--- config.mk ---
export PLATFORM = sky130hd
export DESIGN_NAME = rmst_tile_load_ctrl_flat
export DESIGN_NICKNAME = d
export VERILOG_FILES = /design/src/rtl/rmst_tile_load_ctrl_if.sv /design/src/rtl/rmst_tile_load_ctrl.sv /design/src/flat_wrapper.sv
export SDC_FILE = /design/constraint.sdc
export NUM_CORES = 1
export LEC_CHECK = 0
export ABC_CLOCK_PERIOD_IN_PS = 6350
export CAP_MARGIN = 20
export CORE_UTILIZATION = 49
export DETAILED_ROUTE_END_ITERATION = 8
export PLACE_DENSITY = 0.81
export SLEW_MARGIN = 20
export SYNTH_ARGS = -nofsm -noshare
export SYNTH_HDL_FRONTEND = slang
export SYNTH_SLANG_ARGS = --single-unit
--- constraint.sdc ---
create_clock -name clk -period 6.35 [get_ports clk]
set_clock_uncertainty 0.05 [all_clocks]
set_input_delay 1.27 -clock clk [delete_from_list [all_inputs] [get_ports clk]]
set_output_delay 1.27 -clock clk [all_outputs]
set_load 0.02 [all_outputs]
--- src/rtl/rmst_tile_load_ctrl_if.sv ---
// rtl/rmst_tile_load_ctrl_if.sv - job, loader and consumer signals of the tile load controller
// slave is the controller side; master is the job issuer / loader / consumer side.
interface rmst_tile_load_ctrl_if #(
    parameter int AW  = 12,
    parameter int XAW = 32,
    parameter int NW  = 16
);
    logic           start;
    logic [XAW-1:0] cfg_base;
    logic [AW-1:0]  cfg_tile_len;
    logic [XAW-1:0] cfg_tile_stride;
    logic [NW-1:0]  cfg_tile_num;
    logic           busy;
    logic           done;
    logic           ld_config_done;
    logic [XAW-1:0] ld_param_raddr;
    logic [AW-1:0]  ld_param_iolen;
    logic           ld_load_start;
    logic           ld_load_done;
    logic           ld_bank_sel;
    logic           tile_valid;
    logic           tile_bank;
    logic [NW-1:0]  tile_idx;
    logic           tile_release;

    modport slave (
        input  start, cfg_base, cfg_tile_len, cfg_tile_stride, cfg_tile_num,
        input  ld_load_done, tile_release,
        output busy, done, ld_config_done, ld_param_raddr, ld_param_iolen,
        output ld_load_start, ld_bank_sel, tile_valid, tile_bank, tile_idx
    );

    modport master (
        output start, cfg_base, cfg_tile_len, cfg_tile_stride, cfg_tile_num,
        output ld_load_done, tile_release,
        input  busy, done, ld_config_done, ld_param_raddr, ld_param_iolen,
        input  ld_load_start, ld_bank_sel, tile_valid, tile_bank, tile_idx
    );
endinterface

--- src/rtl/rmst_tile_load_ctrl.sv ---
// rtl/rmst_tile_load_ctrl.sv - multi-tile load sequencer with ping-pong bank handoff
// Every output is a flop loaded from the next-state values, so presentation tracks state exactly.
module rmst_tile_load_ctrl #(
    parameter int AW  = 12,
    parameter int XAW = 32,
    parameter int NW  = 16
) (
    input  logic                 clk,
    input  logic                 rst,
    rmst_tile_load_ctrl_if.slave bus
);
    typedef enum logic [2:0] {
        S_IDLE,
        S_CFG,
        S_START,
        S_WAIT,
        S_HOLD,
        S_FIN
    } state_t;

    state_t         state_q, state_d;
    logic [1:0]     full_q, full_d;
    logic           wb_q, wb_d;
    logic           rb_q, rb_d;
    logic [NW-1:0]  loaded_q, loaded_d;
    logic [NW-1:0]  rel_q, rel_d;
    logic [XAW-1:0] addr_q, addr_d;
    logic [AW-1:0]  len_q, len_d;
    logic [XAW-1:0] stride_q, stride_d;
    logic [NW-1:0]  num_q, num_d;
    logic           ld_done_prev_q;
    logic           load_rise;

    logic           busy_q, busy_d;
    logic           done_q, done_d;
    logic           cfg_done_q, cfg_done_d;
    logic [XAW-1:0] raddr_q, raddr_d;
    logic [AW-1:0]  iolen_q, iolen_d;
    logic           load_start_q, load_start_d;
    logic           bank_sel_q, bank_sel_d;
    logic           tile_valid_q, tile_valid_d;
    logic           tile_bank_q, tile_bank_d;
    logic [NW-1:0]  tile_idx_q, tile_idx_d;

    always_comb begin
        state_d   = state_q;
        full_d    = full_q;
        wb_d      = wb_q;
        rb_d      = rb_q;
        loaded_d  = loaded_q;
        rel_d     = rel_q;
        addr_d    = addr_q;
        len_d     = len_q;
        stride_d  = stride_q;
        num_d     = num_q;
        busy_d    = busy_q;
        done_d    = 1'b0;
        raddr_d   = raddr_q;
        iolen_d   = iolen_q;
        load_rise = bus.ld_load_done & ~ld_done_prev_q;

        // Consumer release is applied first; a same-cycle load completion always targets the other flag.
        if (bus.tile_release && tile_valid_q) begin
            full_d[rb_q] = 1'b0;
            rb_d         = ~rb_q;
            rel_d        = rel_q + 1'b1;
        end

        case (state_q)
            S_IDLE: begin
                if (bus.start) begin
                    addr_d   = bus.cfg_base;
                    len_d    = bus.cfg_tile_len;
                    stride_d = bus.cfg_tile_stride;
                    num_d    = bus.cfg_tile_num;
                    if (bus.cfg_tile_num == '0) begin
                        done_d = 1'b1;
                    end else begin
                        state_d  = S_CFG;
                        busy_d   = 1'b1;
                        loaded_d = '0;
                        rel_d    = '0;
                    end
                end
            end
            S_CFG:   state_d = S_START;
            S_START: state_d = S_WAIT;
            S_WAIT: begin
                if (load_rise) begin
                    full_d[wb_q] = 1'b1;
                    wb_d         = ~wb_q;
                    loaded_d     = loaded_q + 1'b1;
                    addr_d       = addr_q + stride_q;
                    if (loaded_d == num_q) begin
                        state_d = S_FIN;
                    end else if (full_d[wb_d]) begin
                        state_d = S_HOLD;
                    end else begin
                        state_d = S_CFG;
                    end
                end
            end
            S_HOLD: begin
                if (!full_q[wb_q]) begin
                    state_d = S_CFG;
                end
            end
            S_FIN: begin
                if (full_q == 2'b00) begin
                    done_d  = 1'b1;
                    busy_d  = 1'b0;
                    state_d = S_IDLE;
                end
            end
            default: state_d = S_IDLE;
        endcase

        // Loader parameters only change on entry to CFG and stay put while the loader runs.
        if (state_d == S_CFG) begin
            raddr_d = addr_d;
            iolen_d = len_d;
        end
        cfg_done_d   = (state_d == S_CFG);
        load_start_d = (state_d == S_START);
        bank_sel_d   = wb_d;
        tile_valid_d = full_d[rb_d];
        tile_bank_d  = rb_d;
        tile_idx_d   = rel_d;
    end

    always_ff @(posedge clk or posedge rst) begin
        if (rst) begin
            state_q        <= S_IDLE;
            full_q         <= 2'b00;
            wb_q           <= 1'b0;
            rb_q           <= 1'b0;
            loaded_q       <= '0;
            rel_q          <= '0;
            addr_q         <= '0;
            len_q          <= '0;
            stride_q       <= '0;
            num_q          <= '0;
            ld_done_prev_q <= 1'b0;
            busy_q         <= 1'b0;
            done_q         <= 1'b0;
            cfg_done_q     <= 1'b0;
            raddr_q        <= '0;
            iolen_q        <= '0;
            load_start_q   <= 1'b0;
            bank_sel_q     <= 1'b0;
            tile_valid_q   <= 1'b0;
            tile_bank_q    <= 1'b0;
            tile_idx_q     <= '0;
        end else begin
            state_q        <= state_d;
            full_q         <= full_d;
            wb_q           <= wb_d;
            rb_q           <= rb_d;
            loaded_q       <= loaded_d;
            rel_q          <= rel_d;
            addr_q         <= addr_d;
            len_q          <= len_d;
            stride_q       <= stride_d;
            num_q          <= num_d;
            ld_done_prev_q <= bus.ld_load_done;
            busy_q         <= busy_d;
            done_q         <= done_d;
            cfg_done_q     <= cfg_done_d;
            raddr_q        <= raddr_d;
            iolen_q        <= iolen_d;
            load_start_q   <= load_start_d;
            bank_sel_q     <= bank_sel_d;
            tile_valid_q   <= tile_valid_d;
            tile_bank_q    <= tile_bank_d;
            tile_idx_q     <= tile_idx_d;
        end
    end

    assign bus.busy           = busy_q;
    assign bus.done           = done_q;
    assign bus.ld_config_done = cfg_done_q;
    assign bus.ld_param_raddr = raddr_q;
    assign bus.ld_param_iolen = iolen_q;
    assign bus.ld_load_start  = load_start_q;
    assign bus.ld_bank_sel    = bank_sel_q;
    assign bus.tile_valid     = tile_valid_q;
    assign bus.tile_bank      = tile_bank_q;
    assign bus.tile_idx       = tile_idx_q;
endmodule

--- src/flat_wrapper.sv ---
// flat-port wrapper written by rule: the top's interface ports become plain ports
module rmst_tile_load_ctrl_flat 
#(
    parameter int AW  = 12,
    parameter int XAW = 32,
    parameter int NW  = 16
)
  (clk, rst, bus_start, bus_cfg_base, bus_cfg_tile_len, bus_cfg_tile_stride, bus_cfg_tile_num, bus_ld_load_done, bus_tile_release, bus_busy, bus_done, bus_ld_config_done, bus_ld_param_raddr, bus_ld_param_iolen, bus_ld_load_start, bus_ld_bank_sel, bus_tile_valid, bus_tile_bank, bus_tile_idx);
  rmst_tile_load_ctrl_if #(.AW(AW), .XAW(XAW), .NW(NW)) bus_i ();
  input  logic clk;
  input  logic rst;
  input wire logic [$bits(bus_i.start)-1:0] bus_start;
  input wire logic [$bits(bus_i.cfg_base)-1:0] bus_cfg_base;
  input wire logic [$bits(bus_i.cfg_tile_len)-1:0] bus_cfg_tile_len;
  input wire logic [$bits(bus_i.cfg_tile_stride)-1:0] bus_cfg_tile_stride;
  input wire logic [$bits(bus_i.cfg_tile_num)-1:0] bus_cfg_tile_num;
  input wire logic [$bits(bus_i.ld_load_done)-1:0] bus_ld_load_done;
  input wire logic [$bits(bus_i.tile_release)-1:0] bus_tile_release;
  output wire logic [$bits(bus_i.busy)-1:0] bus_busy;
  output wire logic [$bits(bus_i.done)-1:0] bus_done;
  output wire logic [$bits(bus_i.ld_config_done)-1:0] bus_ld_config_done;
  output wire logic [$bits(bus_i.ld_param_raddr)-1:0] bus_ld_param_raddr;
  output wire logic [$bits(bus_i.ld_param_iolen)-1:0] bus_ld_param_iolen;
  output wire logic [$bits(bus_i.ld_load_start)-1:0] bus_ld_load_start;
  output wire logic [$bits(bus_i.ld_bank_sel)-1:0] bus_ld_bank_sel;
  output wire logic [$bits(bus_i.tile_valid)-1:0] bus_tile_valid;
  output wire logic [$bits(bus_i.tile_bank)-1:0] bus_tile_bank;
  output wire logic [$bits(bus_i.tile_idx)-1:0] bus_tile_idx;
  assign bus_i.start = bus_start;
  assign bus_i.cfg_base = bus_cfg_base;
  assign bus_i.cfg_tile_len = bus_cfg_tile_len;
  assign bus_i.cfg_tile_stride = bus_cfg_tile_stride;
  assign bus_i.cfg_tile_num = bus_cfg_tile_num;
  assign bus_i.ld_load_done = bus_ld_load_done;
  assign bus_i.tile_release = bus_tile_release;
  assign bus_busy = bus_i.busy;
  assign bus_done = bus_i.done;
  assign bus_ld_config_done = bus_i.ld_config_done;
  assign bus_ld_param_raddr = bus_i.ld_param_raddr;
  assign bus_ld_param_iolen = bus_i.ld_param_iolen;
  assign bus_ld_load_start = bus_i.ld_load_start;
  assign bus_ld_bank_sel = bus_i.ld_bank_sel;
  assign bus_tile_valid = bus_i.tile_valid;
  assign bus_tile_bank = bus_i.tile_bank;
  assign bus_tile_idx = bus_i.tile_idx;
  rmst_tile_load_ctrl #(.AW(AW), .XAW(XAW), .NW(NW)) u_core (.clk(clk), .rst(rst), .bus(bus_i));
endmodule
==> key figures <==
Run status
  – Status: complete, no violations

Routing
  – DR iter-0 viols: 396
  – Detail Route Antenna Nets: 0
  – Total iterations of the first detailed-routing run: 5
  – Residual DRC: 0
  – Via Count: 7702
  – Vias per cell: 5.77
  – Avg WL per Cell: 17.8 um
  – Final WL: 23.7 mm

Pwr
  – Leakage: 5.37 nW
  – PwrDens: 537 nW/um2
  – Maximum vdd ir drop: 0.241 mV

CTS
  – Hold_buf cts: 0
  – CTS Sinks: 181
  – Clock Latency Late Sink: 0.43 ns
  – CTS H-tree depth: 4
  – Inserted Clock Buffers: 17
  – CTS tree: yes
  – Postcts setup bufs: 0
  – Root buf cell: clkbuf_16
  – Post-CTS resize count: 0
  – Clock transition at path regs: 0.07 ns
  – CTS max path bufs: 2

Timing
  – Final setup viols: 0
  – Final hold vios: 0
  – Setup TNS: 0 ns
  – Min cycle time layout: 4.55 ns
  – Final Slew Violations: 0
  – Worst slew pin tran: 1.10 ns
  – RSZ-0062 raised after global routing: no
  – Fmax: 0.220 GHz
  – Slew HR: 0.264
  – Worst setup margin: 1.80 ns
  – Final period util: 0.717

Die
  – Ports: 164
  – Die H: 145 um
  – Initial Utilization: 0.507
  – CORE AREA: 19700 um2
  – Die area: 21000 um2
  – Die width: 145 um
  – # rows: 51

GRT
  – Met3 Usage GRT: 0.0451
  – Global-route wire length before repair: 37.1 mm
  – Met2 GRT Util: 0.382
  – Number of global-route vias before repair: 7382
  – Global route total overflow: 0
  – Met1 GRT Util: 0.297
  – Initial antenna violation count: 0
  – Largest net degree at the start of global routing: 95
  – GRT Util Overall: 0.231
  – Gr busiest metal: met2

Final layout
  – Fin util: 0.627
  – Most common cell after layout, fill and taps aside: dfrtp_1
  – Sequential standard cell area: 4530 um2
  – Commonest cells after routing, fill and taps aside: dfrtp_1 (181), clkdlybuf4s50_1 (163), mux2_2 (64)
  – Share of cells above drive strength 1: 0.148
  – Ant diodes: 0
  – Layout net count: 1187
  – P&R area growth vs syn: 23.8%
  – Area occupied by multi-input gates: 5180 um2
  – Post-Layout Cell Count: 1334
  – Filler cell count: 1576

Setup path
  – Worst endpoint data arrival time: 4.82 ns
  – Cell breakdown of the critical path: clkdlybuf4s50_1, nor4_1, nand4_1, and2_1, a211o_1, or4b_4, nand2_8, mux2_1
  – CP peak stage delay: 0.60 ns
  – Worst EP required: 6.62 ns
  – WS Path Type: input port to flop
  – CP bufs+invs: 1
  – Setup crit start kind: input port
  – CP delay by family, top: simple AND/OR/NAND/NOR gates
  – Critical Path Fanout Max: 44
  – CP endpoint kind: flop
  – Worst path slowest cell: or4b_4

Placed design
  – Cells after DPL: 1302
  – GPL Wtd Cong: 0.856
  – Port Buffers: 163
  – Dpl hpwl: 16.4 mm
  – Pre-CTS WS: 1.39 ns

Synthesis
  – Post-synth EDFFs: 0
  – Unique masters post-synth: 79
  – Post-synth ARST share: 1.00
  – Synthesized flop and latch total: 181
  – Synth Flop Type: dfrtp_1
  – Post-Syn Area: 9990 um2
  – Post-synthesis cell count: 915
  – Yosys warnings: 0
  – Syn nets: 1046
  – Register area share after synthesis: 0.453
  – Synth Area per Inst: 10.9 um2

Hold path
  – Worst Hold Class: flop to flop

Run
  – Max cap viols: 0
worst paths after layout:
check	slack [ns]	cells past startpoint	start	to
min	0.44	1	u_core.bus.busy	u_core.bus.busy
max reg2reg	2.56	9	u_core.loaded_q[0]	u_core.bus.ld_param_raddr[11]
min reg2reg	0.44	1	u_core.bus.busy	u_core.bus.busy
max	1.80	8	bus_cfg_tile_num[10]	u_core.bus.ld_param_raddr[11]
max in group asynchronous	3.76	3	rst	u_core.addr_q[21]
min in group asynchronous	1.33	2	rst	u_core.bus.ld_param_iolen[4]
kinds of logic (layout without fill, tap and decap cells):
logic type | Yosys count | after routing | share of synthesized area
muxes | 113 | 113 | 0.141
buffers and inverters | 57 | 211 | 0.0294
DFF | 181 | 181 | 0.453
AOI/OAI and AO/OA | 223 | 223 | 0.150
xor gates and xnor gates | 52 | 52 | 0.0456
adders and majority gates | 34 | 34 | 0.0433
and+or+nand+nor | 255 | 255 | 0.138
per-stage QoR:
stage                     instance area [um2]  power [W]  hold WS [ns]
after global routing                    12400    0.00710         0.458
final                                   12400    0.00664         0.437
after CTS                               12400    0.00665         0.441
after floorplan                          9990    0.00460         0.413
after global placement                  11800    0.00542         0.427
after detailed placement                11800    0.00553         0.425
metal layers:
metal | vias to the layer above | part of all wire
met2 | 218 | 0.48
met3 | 31 | 0.054
met1 | 3778 | 0.45
met5 | - | 0
li1 | 3675 | -
met4 | 0 | 0.018
state kept, by name, indices dropped and copies added (netlist names):
signal	count
u_core.loaded_q	16
u_core.bus.ld_load_start	1
u_core.rel_q	16
u_core.rb_q	1
u_core.stride_q	32
u_core.state_q	3
u_core.ld_done_prev_q	1
u_core.wb_q	1
u_core.addr_q	32
u_core.num_q	16
u_core.bus.ld_param_raddr	32
u_core.bus.busy	1
u_core.bus.ld_config_done	1
u_core.bus.done	1
u_core.bus.tile_valid	1
u_core.len_q	12
u_core.full_q	2
u_core.bus.ld_param_iolen	12
layout make-up:
class,instances,area share
Multi-Input combinational cell,677,0.419
Sequential cell,181,0.366
Timing Repair Buffer,170,0.136
Clock buffer,18,0.0355
Tap cell,265,0.0268
Clock inverter,14,0.0131
Inverter,9,0.00314
worst reg2reg max path, stage by stage (launching register included):
cell     delay (ns)
dfrtp_1        0.46
ha_1           0.30
and3_1         0.32
xnor2_1        0.11
o32ai_1        0.27
a41oi_1        0.11
or4b_1         0.63
or4b_4         0.61
nand2_8        0.40
mux2_1         0.41
where the power goes:
group	switching (W)	internal (W)
Combinational	0.00182	0.00172
Sequential	0.000364	0.00165
Clock	0.000475	0.000602
Total	0.00266	0.00397
cells in the mapped netlist, drive strengths merged, types with 11 or more instances:
cell type | n | area share
nor3 | 18 | 0.0090
nand2 | 56 | 0.023
dfrtp | 181 | 0.45
xnor2 | 24 | 0.021
nor2 | 60 | 0.023
a21oi | 32 | 0.016
o21ai | 65 | 0.033
a22oi | 22 | 0.017
xor2 | 28 | 0.025
clkbuf | 31 | 0.012
ha | 33 | 0.041
nand4 | 18 | 0.014
mux2 | 106 | 0.13
nor2b | 11 | 0.0069
a21o | 22 | 0.017
nand3 | 24 | 0.013
o31ai | 14 | 0.011
buf | 17 | 0.014
No activity file was read; power rests on OpenSTA's default activity.
